**config.mk**
```make
export PLATFORM = sky130hd
export DESIGN_NAME = spi_slave
export DESIGN_NICKNAME = d
export VERILOG_FILES = /design/src/rtl/spi_slave.sv
export SDC_FILE = /design/constraint.sdc
export NUM_CORES = 1
export LEC_CHECK = 0
export CAP_MARGIN = 20
export CORE_MARGIN = 3
export CORE_UTILIZATION = 45
export DETAILED_ROUTE_END_ITERATION = 10
export PLACE_DENSITY = 0.74
export SLEW_MARGIN = 25
export SYNTH_ARGS = -nofsm -noshare
export SYNTH_HDL_FRONTEND = slang
export SYNTH_SLANG_ARGS = --single-unit
```
**constraint.sdc**
```tcl
create_clock -name clk -period 1.9 [get_ports clk]
set_clock_uncertainty 0.2 [all_clocks]
set_input_delay 0.38 -clock clk [delete_from_list [all_inputs] [get_ports clk]]
set_output_delay 0.38 -clock clk [all_outputs]
set_load 0.05 [all_outputs]
```
**src/rtl/spi_slave.sv**
```systemverilog
// SPI mode-0 responder, oversampled in the clk domain. It receives MSB-first words
// on mosi and returns a host-loaded word, or IDLE_WORD when nothing is loaded, on miso.
module spi_slave #(
  parameter int                    DATA_WIDTH = 8,
  parameter logic [DATA_WIDTH-1:0] IDLE_WORD  = '1
) (
  input  logic                  clk,
  input  logic                  rst,
  input  logic                  sck,
  input  logic                  ss_n,
  input  logic                  mosi,
  output logic                  miso,
  output logic                  miso_oe,
  input  logic [DATA_WIDTH-1:0] data_in,
  input  logic                  load,
  output logic                  tx_ready,
  output logic [DATA_WIDTH-1:0] data_out,
  output logic                  new_data,
  output logic                  busy,
  output logic                  underrun
);

  localparam int             CW   = $clog2(DATA_WIDTH);
  localparam logic [CW-1:0]  LAST = CW'(DATA_WIDTH - 1);

  typedef enum logic {IDLE, ACTIVE} state_t;

  state_t                  state_q, state_d;
  logic [2:0]              sck_q;
  logic [1:0]              ss_q, mosi_q;
  logic [CW-1:0]           bit_cnt_q, bit_cnt_d;
  logic [DATA_WIDTH-1:0]   tx_shift_q, tx_shift_d;
  logic [DATA_WIDTH-1:0]   rx_shift_q, rx_shift_d;
  logic [DATA_WIDTH-1:0]   tx_buf_q, tx_buf_d;
  logic [DATA_WIDTH-1:0]   data_out_q, data_out_d;
  logic                    tx_full_q, tx_full_d;
  logic                    new_data_q, new_data_d;
  logic                    underrun_q, underrun_d;
  logic                    consume;
  logic                    sck_rise, sck_fall, ss_sync;

  // Pad synchronisers; sck gets a third flop so edges are seen one flop past the sync pair.
  always_ff @(posedge clk or negedge rst) begin
    if (!rst) begin
      sck_q  <= 3'b000;
      ss_q   <= 2'b11;
      mosi_q <= 2'b00;
    end else begin
      sck_q  <= {sck_q[1:0], sck};
      ss_q   <= {ss_q[0], ss_n};
      mosi_q <= {mosi_q[0], mosi};
    end
  end

  assign sck_rise = sck_q[1] & ~sck_q[2];
  assign sck_fall = ~sck_q[1] & sck_q[2];
  assign ss_sync  = ss_q[1];

  always_ff @(posedge clk or negedge rst) begin
    if (!rst) begin
      state_q    <= IDLE;
      bit_cnt_q  <= '0;
      tx_shift_q <= '0;
      rx_shift_q <= '0;
      tx_buf_q   <= '0;
      data_out_q <= '0;
      tx_full_q  <= 1'b0;
      new_data_q <= 1'b0;
      underrun_q <= 1'b0;
    end else begin
      state_q    <= state_d;
      bit_cnt_q  <= bit_cnt_d;
      tx_shift_q <= tx_shift_d;
      rx_shift_q <= rx_shift_d;
      tx_buf_q   <= tx_buf_d;
      data_out_q <= data_out_d;
      tx_full_q  <= tx_full_d;
      new_data_q <= new_data_d;
      underrun_q <= underrun_d;
    end
  end

  always_comb begin
    state_d    = state_q;
    bit_cnt_d  = bit_cnt_q;
    tx_shift_d = tx_shift_q;
    rx_shift_d = rx_shift_q;
    tx_buf_d   = tx_buf_q;
    data_out_d = data_out_q;
    tx_full_d  = tx_full_q;
    new_data_d = 1'b0;
    underrun_d = 1'b0;
    consume    = 1'b0;

    case (state_q)
      IDLE: begin
        if (!ss_sync) begin
          state_d   = ACTIVE;
          bit_cnt_d = '0;
          consume   = 1'b1;
        end
      end
      default: begin
        // Deselect takes priority over any sck edge seen in the same clk.
        if (ss_sync) begin
          state_d    = IDLE;
          bit_cnt_d  = '0;
          tx_shift_d = '0;
          rx_shift_d = '0;
        end else begin
          if (sck_rise) begin
            rx_shift_d = {rx_shift_q[DATA_WIDTH-2:0], mosi_q[1]};
            if (bit_cnt_q == LAST) begin
              data_out_d = {rx_shift_q[DATA_WIDTH-2:0], mosi_q[1]};
              new_data_d = 1'b1;
              bit_cnt_d  = '0;
            end else begin
              bit_cnt_d = bit_cnt_q + 1'b1;
            end
          end
          if (sck_fall) begin
            if (bit_cnt_q == '0) consume = 1'b1;
            else                 tx_shift_d = {tx_shift_q[DATA_WIDTH-2:0], 1'b0};
          end
        end
      end
    endcase

    // Consumption looks at the buffer before this clk's load is applied.
    if (consume) begin
      if (tx_full_q) begin
        tx_shift_d = tx_buf_q;
        tx_full_d  = 1'b0;
      end else begin
        tx_shift_d = IDLE_WORD;
        underrun_d = 1'b1;
      end
    end
    if (load && !tx_full_q) begin
      tx_buf_d  = data_in;
      tx_full_d = 1'b1;
    end
  end

  assign busy     = (state_q == ACTIVE);
  assign miso_oe  = busy;
  assign miso     = busy & tx_shift_q[DATA_WIDTH-1];
  assign tx_ready = ~tx_full_q;
  assign data_out = data_out_q;
  assign new_data = new_data_q;
  assign underrun = underrun_q;

endmodule

```
Word-level counts from Yosys, hierarchy flattened:

Index checks and enable logic that the tools add are counted.

* register bits after elaboration: 45
* latch bits: 0
* memory bits (writable): 0
* bits in read-only memories: 0
* input bits: 14
* output and inout bits: 14
* memories kept: 0

* $add $sub $neg: 1
* $mul: 0
* div/mod/pow operators: 0
* order comparisons: 0
* eq/ne operators: 4
* shift operators: 0
* mux-type cells: 26
* bitwise gates (word level): 7
* reduce and logical (&&, ||, !) cells: 11

Operators by type and width (count)
* 2-to-1 mux 8 bit: 6
* 2-to-1 mux 3 bit: 5
* 2-to-1 mux 7 bit: 2
* 2-to-1 mux 1 bit: 13
* nonzero test 2 bit: 3
* inverter 1 bit: 4
* AND reduction 2 bit: 2
* AND reduction 4 bit: 1
* adder 3 x 1 -> 3 bit, second input constant: 1
* bitwise AND 1 bit: 3
* equality test 3 bit, second input constant: 1
* zero test 3 bit: 1
* != test 3 x 1 -> 1 bit, second input constant: 1
* != test 3 bit, second input constant: 1
* AND reduction 3 bit: 1
* nonzero test 3 bit: 1
* != test 2 bit, second input constant: 1
* logical AND 1 bit: 1
* zero test 1 bit: 1

Logic depth before layout (Yosys ltp):

Gate-level depths: netlist of the first run.

* depth after elaboration: 7
* mapped depth: 6

Least setup slack after synthesis of the first run:

OpenSTA, ideal clock, no wires.

* path kind: register -> output
* start point: register state_q, in the netlist busy
* end point: output port miso
* data arrival time: 1.871 ns
* required time: 1.320 ns
* path slack: -0.551 ns
* stages on the path, launching flop included: 5
* path buffers: 2
* path through: dfrtp_1 > clkbuf_1 > inv_1 > buf_2 > nor2_1

* word-level cells in the longest chain between the ends: 1

RTL lines
* from (decl): line 28 `state_t state_q, state_d;`
* from (signal assigned): line 71 `state_q <= state_d;`
* bitwise AND 1 bit: line 147 `assign miso = busy & tx_shift_q[DATA_WIDTH-1];`
* to (decl): line 12 `output logic miso,`

No other way between the ends.

Final worst setup path of the first run:

Ends and elaborated chain as after synthesis.

==> impl_results.md, run 1 <==
- Wirelength per Cell: 16.8 um
- Setup repair bufs after CTS: 0
- Worst-case clock buffer depth: 2
- Max-cap viol count: 0
- GR Overflow Total: 0
- Synth unique cells: 31
- CTS tree: yes
- # fillers: 341
- Layout area overhead: 25.8%
- Storage cell area: 1130 um^2
- First-pass GRT wire length: 6800 um
- Post-synth top area share: 0.538
- Via Count: 1340
- TNS Setup: 0 ns
- Starting Density: 0.482
- Post-route DRC: 0
- Hold_ws: 0.154 ns
- Core Area: 4140 um^2
- LEAKAGE: 0.00117 uW
- CTS root buf: clkbuf_8
- Post-synthesis async set-or-reset flop share: 1.00
- Clock power frac: 0.348
- Avg Synthesized Cell Area: 12.9 um^2
- Arrival time of the worst setup path: 1.21 ns
- Clock Latency Late Sink: 0.29 ns
- EDFF count, synth: 0
- Nets: 202
- Sequential share of power: 0.478
- Logic pwr share: 0.174
- H-tree depth: 2
- Worst setup SP type: flip-flop
- Routed wire length: 3960 um
- Seq/Total Area, Yosys: 0.564
- Layout cells sized above 1: 0.306
- Count of final setup violators: 0
- Die height: 72.7 um
- Placed wire-length estimate: 2850 um
- Row cnt: 23
- Most common library cells after synthesis: dfrtp_1, mux2_2, a22oi_1
- Slew @ Worst Pin: 0.355 ns
- DIE AREA: 5280 um^2
- Most frequent cell after synthesis: dfrtp_1
- Final period utilization: 0.942
- Critical Path Sink Type: output port
- Multi-input gate area: 785 um^2
- Vias in the first global route: 1403
- IO Count: 28
- #FFs+latches synth: 45
- Slew Limit Fails: 0
- # diodes: 0
- Synth top area cells: dfrtp_1, mux2_2, a22oi_1
- WP data required: 1.32 ns
- Power Dens Cells: 962 nW/um^2
- CTS buffer count: 5
- Mapped cell area: 2000 um^2
- Vias/cell: 5.68
- Max IR drop VDD: 0.000698 V
- # port buffers: 27
- Initial drt markers: 125
- Synth warnings: 0
- Num Clock Sinks: 45
- Routability congestion estimate: 0.866
- Largest net degree at the start of global routing: 46
- RSZ-0062 raised after global routing: false
- Leading area contributor after synthesis: dfrtp_1
- Final hold vios: 0
- Mapped Nets: 172
- Clk pin slew, worst setup/hold paths: 0.09 ns
- Switching pwr: 607 uW
- Initial antenna violation count: 0
- Hold Path Class: reg2reg
- Pint: 1810 uW
- Switching Share: 0.251
- Max frequency: 559 MHz
- Final worst path period need: 1.79 ns
- DR pass1 iterations: 4
- Status: complete, no violations
- CP max FO: 13
- Max-slew headroom: 0.763
- Top_reg_cell synth: dfrtp_1
- Die Width: 72.7 um
- Syn Inst Count: 155
- Gr usage total: 0.168
- Antenna-violating nets left: 0
- WS Path Type: reg2out
==> routing by layer <==
metal / share of wire / track usage / vias to the layer above
met3: 0.038 / 0.0468 / 4
met1: 0.44 / 0.225 / 671
met2: 0.52 / 0.267 / 28
met4: 0.0068 / 0.0512 / 0
met5: 0 / 0 / -
li1: - / - / 637
==> cell usage in the layout, fill, tap and decap left out, types with 2 or more instances in the layout <==
cell type and instances:
dfstp_2 2, a21oi_1 2, clkbuf_8 5, bufinv_16 2
and3b_1 8, o2bb2ai_1 7, buf_12 5, a221oi_2 2
a22o_1 2, ha_1 3, inv_1 11, nor2b_1 2
a221oi_1 5, nand2b_1 3, o221ai_1 7, dfrtp_1 42
clkdlybuf4s50_1 12, mux2_2 17, a22oi_1 14, buf_4 16
clkinv_1 2
==> kinds of logic after synthesis <==
logic type | synth area share
DFF | 0.564
AOI/OAI and AO/OA | 0.172
buffers and inverters | 0.0582
and+or+nand+nor | 0.0857
muxes | 0.101
adders and majority gates | 0.0188
==> registers in the layout, summed over array words and instances (netlist names) <==
name        cells
bit_cnt_q       3
busy            1
data_out        8
mosi_q          2
new_data        1
rx_shift_q      7
sck_q           3
ss_q            2
tx_buf_q        8
tx_full_q       1
tx_shift_q      8
underrun        1
==> per-stage QoR <==
step / instances / utilization / power, uW / instance area (um^2) / setup WS, ns
floorplan: 155 / - / 1420 / 2010 / 0.0436
global placement: 227 / 0.567 / 1570 / 2350 / 0.105
detailed placement: 227 / 0.567 / 1590 / 2350 / 0.0102
CTS: 236 / 0.604 / 2440 / 2500 / 0.0322
global route: 236 / 0.607 / 2530 / 2510 / 0.00885
finish: 236 / 0.607 / 2420 / 2510 / 0.110
==> critical path, stage by stage (launching register included) <==
cell and delay [ns]:
dfrtp_2 0.36, buf_4 0.20, inv_1 0.10, nor2_4 0.11, buf_12 0.14
==> final cells by class <==
type                            count  share of cell area
Multi-Input combinational cell     85               0.312
Inverter                           13              0.0194
Clock buffer                        5              0.0274
Clock inverter                      3              0.0259
Timing Repair Buffer               35               0.141
Sequential cell                    45               0.449
Tap cell                           50              0.0249
==> power groups by stage <==
stage,sequential [uW],clock [uW],combinational [uW]
floorplan,1160,0,261
global route,1170,905,460
CTS,1150,866,421
finish,1160,843,421
global placement,1170,0,401
detailed placement,1170,0,415
==> what timing repair did <==
| item | CTS | global route |
|---|---|---|
| endpoints found under the setup margin | 2 | 9 |
| gates resized for setup | 2 | 2 |
| endpoints found under the hold margin | 43 | 0 |
| hold buffers | 1 | 0 |
==> worst paths after layout <==
check                             startpoint            end  slack (ns)  cells past startpoint
worst max-delay path                    busy           miso        0.11                      4
worst min register to register      sck_q[0]       sck_q[1]        0.15                      0
min in group asynchronous                rst  rx_shift_q[1]        0.39                      3
worst min-delay path                sck_q[0]       sck_q[1]        0.15                      0
worst max register to register  bit_cnt_q[0]  tx_shift_q[7]        0.13                      5
max in group asynchronous                rst        ss_q[1]        0.84                      3
No activity file was read; power rests on OpenSTA's default activity.
==> run 2, diff against run 1 <==
--- a/config.mk
+++ b/config.mk
@@ -10,7 +10,7 @@
 export CORE_UTILIZATION = 45
 export DETAILED_ROUTE_END_ITERATION = 10
 export PLACE_DENSITY = 0.74
-export SLEW_MARGIN = 25
+export SLEW_MARGIN = 20
 export SYNTH_ARGS = -nofsm -noshare
 export SYNTH_HDL_FRONTEND = slang
 export SYNTH_SLANG_ARGS = --single-unit
==> results of run 2 <==
Final layout, timing and power as in run 1 (identical DEF).
